$ cat config.mk
export PLATFORM = sky130hd
export DESIGN_NAME = vga_sram_arbiter_flat
export DESIGN_NICKNAME = d
export VERILOG_FILES = /design/src/rtl/vga_sram_arbiter_if.sv /design/src/rtl/vga_sram_arbiter.sv /design/src/flat_wrapper.sv
export SDC_FILE = /design/constraint.sdc
export NUM_CORES = 1
export LEC_CHECK = 0
export ABC_AREA = 1
export CELL_PAD_IN_SITES_DETAIL_PLACEMENT = 1
export CELL_PAD_IN_SITES_GLOBAL_PLACEMENT = 2
export CORE_MARGIN = 5
export CORE_UTILIZATION = 34
export CTS_CLUSTER_DIAMETER = 60
export DETAILED_ROUTE_END_ITERATION = 10
export PLACE_DENSITY = 0.83
export SLEW_MARGIN = 20
export SYNTH_ARGS = -nofsm -noshare
export SYNTH_HDL_FRONTEND = slang
export SYNTH_SLANG_ARGS = --single-unit
export TNS_END_PERCENT = 10
$ cat constraint.sdc
create_clock -name clk -period 2 [get_ports clk]
set_input_delay 0.4 -clock clk [delete_from_list [all_inputs] [get_ports clk]]
set_output_delay 0.4 -clock clk [all_outputs]
set_load 0.05 [all_outputs]
$ cat src/rtl/vga_sram_arbiter_if.sv
// SRAM pin bundle between the VGA frame-buffer arbiter and the pad ring.
// Master drives address/strobes/data; slave returns read data.
interface vga_sram_arbiter_if #(
  parameter int ADDR_W = 18
);
  logic [ADDR_W-1:0] sram_addr;
  logic              sram_we_n;
  logic              sram_oe_n;
  logic              sram_ub_n;
  logic              sram_lb_n;
  logic [15:0]       sram_dq_out;
  logic              sram_dq_oe;
  logic [15:0]       sram_dq_in;

  modport master (
    output sram_addr, sram_we_n, sram_oe_n,
    output sram_ub_n, sram_lb_n,
    output sram_dq_out, sram_dq_oe,
    input  sram_dq_in
  );

  modport slave (
    input  sram_addr, sram_we_n, sram_oe_n,
    input  sram_ub_n, sram_lb_n,
    input  sram_dq_out, sram_dq_oe,
    output sram_dq_in
  );
endinterface

$ cat src/rtl/vga_sram_arbiter.sv
// VGA frame SRAM arbiter: display reads win, buffered writes drain in window.
// Optional stall/drop counters are enabled by VGA_ARB_STATS_EN.
module vga_sram_arbiter #(
  parameter int H_RES      = 800,
  parameter int V_RES      = 600,
  parameter int ADDR_W     = 18,
  parameter int FIFO_DEPTH = 4
) (
  input  logic       clk,
  input  logic       rst_n,
  input  logic       disp_active,
  input  logic       wr_window,
  input  logic       disp_rd,
  input  logic [9:0] disp_x,
  input  logic [9:0] disp_y,
  output logic [7:0] disp_rdata,
  output logic       disp_rvalid,
  input  logic       wr_req,
  input  logic [9:0] wr_x,
  input  logic [9:0] wr_y,
  input  logic [7:0] wr_data,
  output logic       wr_ready,
  vga_sram_arbiter_if.master sram,
  output logic       err_collision
`ifdef VGA_ARB_STATS_EN
  ,
  output logic [15:0] wr_stall_cnt,
  output logic [7:0]  wr_drop_cnt
`endif
);

  localparam int PW = $clog2(FIFO_DEPTH);

  typedef struct packed {
    logic [ADDR_W-1:0] word;
    logic              lane;
    logic [7:0]        data;
    logic              oor;
  } entry_t;

  typedef enum logic [2:0] {
    IDLE, RD, WR_SETUP, WR_PULSE, WR_HOLD
  } state_t;

  function automatic logic [18:0] pix_idx(
    input logic [9:0] x,
    input logic [9:0] y
  );
    return 19'(y) * 19'(H_RES) + 19'(x);
  endfunction

  function automatic logic out_rng(
    input logic [9:0] x,
    input logic [9:0] y
  );
    return (x >= 10'(H_RES)) || (y >= 10'(V_RES));
  endfunction

  state_t state, state_d;

  logic [18:0] rd_idx, wr_idx;
  logic        rd_go, in_wr;
  logic        ld_rd, ld_wr, pop, push;
  logic        full, empty;
  logic [PW:0] wptr, rptr;
  entry_t      fifo_q [FIFO_DEPTH];
  entry_t      head;

  logic [ADDR_W-1:0] addr_q;
  logic [15:0]       dq_q;
  logic              lane_q;
  logic              p1_v, p1_zero, p1_lane;
  logic              oe_n, we_n, ub_n, lb_n;

  assign rd_idx = pix_idx(disp_x, disp_y);
  assign wr_idx = pix_idx(wr_x, wr_y);
  assign rd_go  = disp_rd && disp_active;
  assign in_wr  = (state == WR_SETUP) ||
                  (state == WR_PULSE) ||
                  (state == WR_HOLD);

  assign empty = (wptr == rptr);
  assign full  = (wptr[PW] != rptr[PW]) &&
                 (wptr[PW-1:0] == rptr[PW-1:0]);
  assign wr_ready = !full;
  assign push  = wr_req && wr_ready;
  assign head  = fifo_q[rptr[PW-1:0]];

  always_ff @(posedge clk or negedge rst_n) begin
    if (!rst_n) begin
      wptr <= '0;
      rptr <= '0;
      for (int i = 0; i < FIFO_DEPTH; i++)
        fifo_q[i] <= '0;
    end else begin
      if (push) begin
        fifo_q[wptr[PW-1:0]] <= '{
          word: wr_idx[ADDR_W:1],
          lane: wr_idx[0],
          data: wr_data,
          oor:  out_rng(wr_x, wr_y)
        };
        wptr <= wptr + 1'b1;
      end
      if (pop)
        rptr <= rptr + 1'b1;
    end
  end

  // Strobes decode straight from state so reset releases them at once
  always_comb begin
    state_d = state;
    ld_rd   = 1'b0;
    ld_wr   = 1'b0;
    pop     = 1'b0;
    oe_n    = 1'b1;
    we_n    = 1'b1;
    ub_n    = 1'b1;
    lb_n    = 1'b1;
    unique case (state)
      IDLE: begin
        if (rd_go) begin
          state_d = RD;
          ld_rd   = 1'b1;
        end else if (!empty && wr_window && !disp_active) begin
          if (head.oor) begin
            pop = 1'b1;
          end else begin
            state_d = WR_SETUP;
            ld_wr   = 1'b1;
          end
        end
      end
      RD: begin
        oe_n = 1'b0;
        ub_n = 1'b0;
        lb_n = 1'b0;
        if (rd_go) begin
          ld_rd = 1'b1;
        end else begin
          state_d = IDLE;
        end
      end
      WR_SETUP: begin
        ub_n    = !lane_q;
        lb_n    = lane_q;
        state_d = WR_PULSE;
      end
      WR_PULSE: begin
        we_n    = 1'b0;
        ub_n    = !lane_q;
        lb_n    = lane_q;
        state_d = WR_HOLD;
      end
      WR_HOLD: begin
        ub_n    = !lane_q;
        lb_n    = lane_q;
        pop     = 1'b1;
        state_d = IDLE;
      end
      default: state_d = IDLE;
    endcase
  end

  always_ff @(posedge clk or negedge rst_n) begin
    if (!rst_n) begin
      state         <= IDLE;
      addr_q        <= '0;
      dq_q          <= '0;
      lane_q        <= 1'b0;
      p1_v          <= 1'b0;
      p1_zero       <= 1'b0;
      p1_lane       <= 1'b0;
      disp_rvalid   <= 1'b0;
      disp_rdata    <= '0;
      err_collision <= 1'b0;
    end else begin
      state <= state_d;
      if (ld_rd)
        addr_q <= rd_idx[ADDR_W:1];
      if (ld_wr) begin
        addr_q <= head.word;
        lane_q <= head.lane;
        dq_q   <= head.lane ? {head.data, 8'h00}
                            : {8'h00, head.data};
      end
      p1_v        <= rd_go;
      p1_zero     <= out_rng(disp_x, disp_y) || in_wr;
      p1_lane     <= rd_idx[0];
      disp_rvalid <= p1_v;
      if (p1_v)
        disp_rdata <= p1_zero ? 8'h00 :
                      p1_lane ? sram.sram_dq_in[15:8]
                              : sram.sram_dq_in[7:0];
      if (rd_go && in_wr)
        err_collision <= 1'b1;
    end
  end

  assign sram.sram_addr   = addr_q;
  assign sram.sram_we_n   = we_n;
  assign sram.sram_oe_n   = oe_n;
  assign sram.sram_ub_n   = ub_n;
  assign sram.sram_lb_n   = lb_n;
  assign sram.sram_dq_out = dq_q;
  assign sram.sram_dq_oe  = in_wr;

`ifdef VGA_ARB_STATS_EN
  always_ff @(posedge clk or negedge rst_n) begin
    if (!rst_n) begin
      wr_stall_cnt <= '0;
      wr_drop_cnt  <= '0;
    end else begin
      if (wr_req && !wr_ready && (wr_stall_cnt != 16'hFFFF))
        wr_stall_cnt <= wr_stall_cnt + 16'd1;
      if (pop && head.oor && (wr_drop_cnt != 8'hFF))
        wr_drop_cnt <= wr_drop_cnt + 8'd1;
    end
  end
`endif

endmodule

$ cat src/flat_wrapper.sv
// flat-port wrapper written by rule: the top's interface ports become plain ports
module vga_sram_arbiter_flat 
#(
  parameter int H_RES      = 800,
  parameter int V_RES      = 600,
  parameter int ADDR_W     = 18,
  parameter int FIFO_DEPTH = 4
)
  (clk, rst_n, disp_active, wr_window, disp_rd, disp_x, disp_y, disp_rdata, disp_rvalid, wr_req, wr_x, wr_y, wr_data, wr_ready, err_collision, sram_sram_addr, sram_sram_we_n, sram_sram_oe_n, sram_sram_ub_n, sram_sram_lb_n, sram_sram_dq_out, sram_sram_dq_oe, sram_sram_dq_in);
  vga_sram_arbiter_if #(.ADDR_W(ADDR_W)) sram_i ();
  input  logic clk;
  input  logic rst_n;
  input  logic disp_active;
  input  logic wr_window;
  input  logic disp_rd;
  input  logic [9:0] disp_x;
  input  logic [9:0] disp_y;
  output logic [7:0] disp_rdata;
  output logic disp_rvalid;
  input  logic wr_req;
  input  logic [9:0] wr_x;
  input  logic [9:0] wr_y;
  input  logic [7:0] wr_data;
  output logic wr_ready;
  output logic err_collision;
  output wire logic [$bits(sram_i.sram_addr)-1:0] sram_sram_addr;
  output wire logic [$bits(sram_i.sram_we_n)-1:0] sram_sram_we_n;
  output wire logic [$bits(sram_i.sram_oe_n)-1:0] sram_sram_oe_n;
  output wire logic [$bits(sram_i.sram_ub_n)-1:0] sram_sram_ub_n;
  output wire logic [$bits(sram_i.sram_lb_n)-1:0] sram_sram_lb_n;
  output wire logic [$bits(sram_i.sram_dq_out)-1:0] sram_sram_dq_out;
  output wire logic [$bits(sram_i.sram_dq_oe)-1:0] sram_sram_dq_oe;
  input wire logic [$bits(sram_i.sram_dq_in)-1:0] sram_sram_dq_in;
  assign sram_sram_addr = sram_i.sram_addr;
  assign sram_sram_we_n = sram_i.sram_we_n;
  assign sram_sram_oe_n = sram_i.sram_oe_n;
  assign sram_sram_ub_n = sram_i.sram_ub_n;
  assign sram_sram_lb_n = sram_i.sram_lb_n;
  assign sram_sram_dq_out = sram_i.sram_dq_out;
  assign sram_sram_dq_oe = sram_i.sram_dq_oe;
  assign sram_i.sram_dq_in = sram_sram_dq_in;
  vga_sram_arbiter #(.H_RES(H_RES), .V_RES(V_RES), .ADDR_W(ADDR_W), .FIFO_DEPTH(FIFO_DEPTH)) u_core (.clk(clk), .rst_n(rst_n), .disp_active(disp_active), .wr_window(wr_window), .disp_rd(disp_rd), .disp_x(disp_x), .disp_y(disp_y), .disp_rdata(disp_rdata), .disp_rvalid(disp_rvalid), .wr_req(wr_req), .wr_x(wr_x), .wr_y(wr_y), .wr_data(wr_data), .wr_ready(wr_ready), .sram(sram_i), .err_collision(err_collision));
endmodule
==> results.cfg <==
[run]
drv_cap = 0

[yosys]
synth-edff-count = 0
synth_ff_type = dfrtp_1
ys_seq_elements = 169
synthCells = 1293
synthArstFlopShare_pct = 100
synthTopCellsByArea = dfrtp_1 (41%), nand2_1 (14%), ha_1 (11%)
synth_top_cell_by_area = dfrtp_1
yosysWarningCount = 0
synth_top_area_share_pct = 41.4
syn_area_um2 = 10200
syn_area_per_cell_um2 = 7.90
synth_cell_types = 36
syn_nets = 1466
ys_seq_area_share_pct = 41.4

[drt]
routed-via-count = 9571
drt_iter0_drc = 435
dr.pass1.iters = 5
routed_wl_mm = 33.4
wl_per_cell_um = 17.2
via_per_inst = 4.93
route.detailed.drc = 0
ant_nets = 0

[placement]
portBuffers = 119
routabilityCongestion = 0.802
placed_cell_area_um2 = 13000
place_hpwl_mm = 23.6

[critical_path]
worstPathMaxFanout = 6
cpMostUsedCell = ha_4
regToRegSetupSlack_ps = 100
arrival_ps = 3030
slowest_stage = fa_2
worstReg2RegEnd = u_core.sram.sram_addr[15]
critPathRequiredTime_ps = 2350
startpoint_type = input port
path_cells = buf_8, inv_8, ha_4, inv_2, ha_4, fa_2, ha_4, or2_4, nand2_4, xor2_4, nor2_4, nand3_2, inv_2, buf_4, or2_4, o21ai_1
ff2ff_path_depth = 10
r2r_start = u_core.rptr[0]
crit_type = input port to register
max_stage_delay_ps = 540
end_kind = register

[hold_path]
min_path_type = register to register
min_from = u_core.p1_v
min_path_cells = 0
holdPathEnd = u_core.disp_rvalid

[grt]
grt_pass1_vias = 10298
antenna_found_initial = 0
grt_max_degree = 61
grt_pass1_wl_mm = 53.4
grt_usage_pct = 19.5
grt_remaining_overflow = 0

[floorplanning]
pin_count = 120
start_util_pct = 34.4
die_w_um = 183
die_h_um = 183
die-area_um2 = 33600
fp-row-count = 63
fp.coreArea_um2 = 29600

[sta]
max_freq_mhz = 373
rsz0062_at_grt = true
hold_viol_final = 0
post-route-period-util_pct = 134
finalSetupViolations = 44
fin_ws_ps = -679
maxSlewViolCount = 0
timing.slew.headroom_pct = 63.1
min_period_ps = 2680
final.setup.tns_ps = -22600
fin_worst_skew_ps = 9.20
worstMarginPinSlew_ps = 546

[final_layout]
drive_gt1_share_pct = 27.9
mostFrequentLayoutCells = nand2_1 (333), dfrtp_1 (165), buf_4 (142)
fin_nets = 1712
antenna_cells = 0
final_common_cell = nand2_1
syn_to_final_growth_pct = 44.6
final_area_um2 = 14800

[outcome]
violations = negative setup slack
status = finished with violations

[clock_tree]
clock-sinks = 169
h-tree-depth = 4
cts-root-buf = clkbuf_16
clk_latency_ps = 430
tritoncts = done
cts-buffers-inserted = 17
cts.path.max_buffers = 2
clk_pin_slew_worst_paths_ps = 60

[power_and_ir_drop]
leakagePower_nw = 7.24
powerDensity_nw_per_um2 = 1400
vdd_drop_max_mv = 0.633
## report_power, final
part           switching (W)  total, W  leakage [nW]  internal, W
registers           0.000905   0.00583          2.11      0.00493
logic                0.00722    0.0118          4.88      0.00459
clock network        0.00141   0.00310         0.262      0.00168
## repair_timing
item,in CTS,in global routing
pin swaps,75,78
resized for setup,233,129
setup buffers,5,4
hold endpoints to repair,34,0
endpoints found under the setup margin,102,104
hold buffers,1,0
## worst max-delay path by stage
stage / from / to / slack (ps) / cells past startpoint
after floorplan: wr_y[2] / u_core.fifo_q[107] / -850 / 14
after global placement: wr_y[5] / u_core.fifo_q[83] / -1680 / 18
after detailed placement: wr_y[3] / u_core.fifo_q[111] / -1760 / 19
after CTS: wr_y[5] / u_core.fifo_q[83] / -700 / 18
after global routing: wr_y[5] / u_core.fifo_q[55] / -840 / 17
final: wr_y[2] / u_core.fifo_q[23] / -680 / 16
## state kept, by name (all words and copies together) (netlist names), 3 cells and up
signal and count:
u_core.wptr 3, u_core.disp_rdata 8, u_core.sram.sram_addr 18, u_core.rptr 3, u_core.fifo_q 112, u_core.state 3, u_core.sram.sram_dq_out 16
## synthesized netlist by cell type (3+ instances only)
master / n
nor2_1: 85
clkbuf_1: 26
or2_2: 3
o21bai_1: 4
o21ai_0: 115
nand3_1: 36
nand2_1: 389
inv_2: 9
nand4_1: 8
ha_1: 91
a32oi_1: 3
nor3_1: 4
nand3b_1: 7
xnor2_1: 9
o31ai_1: 8
o211ai_1: 3
buf_4: 10
a32o_1: 9
fa_1: 12
o21ai_1: 43
dfrtp_1: 169
inv_1: 140
o22ai_1: 14
a21oi_1: 59
buf_2: 9
xor2_1: 14
## kinds of logic (layout without fill, tap and decap cells)
| group | count (synthesis) | after routing | share of synthesized area (%) |
|---|---|---|---|
| compound gates | 265 | 265 | 14.3 |
| buf+inv | 196 | 453 | 7.68 |
| simple gates | 536 | 536 | 21.0 |
| fa+ha+maj | 103 | 103 | 13.5 |
| xor+xnor | 24 | 24 | 2.13 |
| flops | 169 | 169 | 41.4 |
## critical path: cells and delay by family
family / cells / cell delay, ps
adders and majority gates: 4 / 1210
xor gates and xnor gates: 1 / 180
buffers and inverters: 5 / 350
AOI/OAI and AO/OA: 1 / 140
and+or+nand+nor: 5 / 750
## metal layers
| layer | up-vias | wire length [um] | global-route usage, % |
|---|---|---|---|
| met5 | - | 0 | 0 |
| met3 | 33 | 971 | 2.60 |
| met1 | 4714 | 14100 | 24.8 |
| li1 | 4688 | - | - |
| met2 | 136 | 17900 | 35.7 |
| met4 | 0 | 455 | 3.58 |
## through the flow
stage                     utilization [%]  setup slack (ps)  std cells  power, W  hold slack, ps
final                                49.8              -679       1940    0.0207             389
after global routing                 49.8              -845       1940    0.0223             411
after CTS                            48.1              -697       1936    0.0204             390
after detailed placement             43.9             -1760       1900    0.0167             338
after global placement               43.9             -1680       1900    0.0164             335
after floorplan                         -              -850       1293    0.0123             104
## layout make-up
cell class	instances	area, um2
inverters	151	591
well taps	390	488
clock inverters	9	68.8
repair buffers	272	2480
multi-input cells	928	6440
flip-flops and latches	169	4230
fillers	3535	14900
clock buffers	21	470
(Power assumes the default switching activity.)
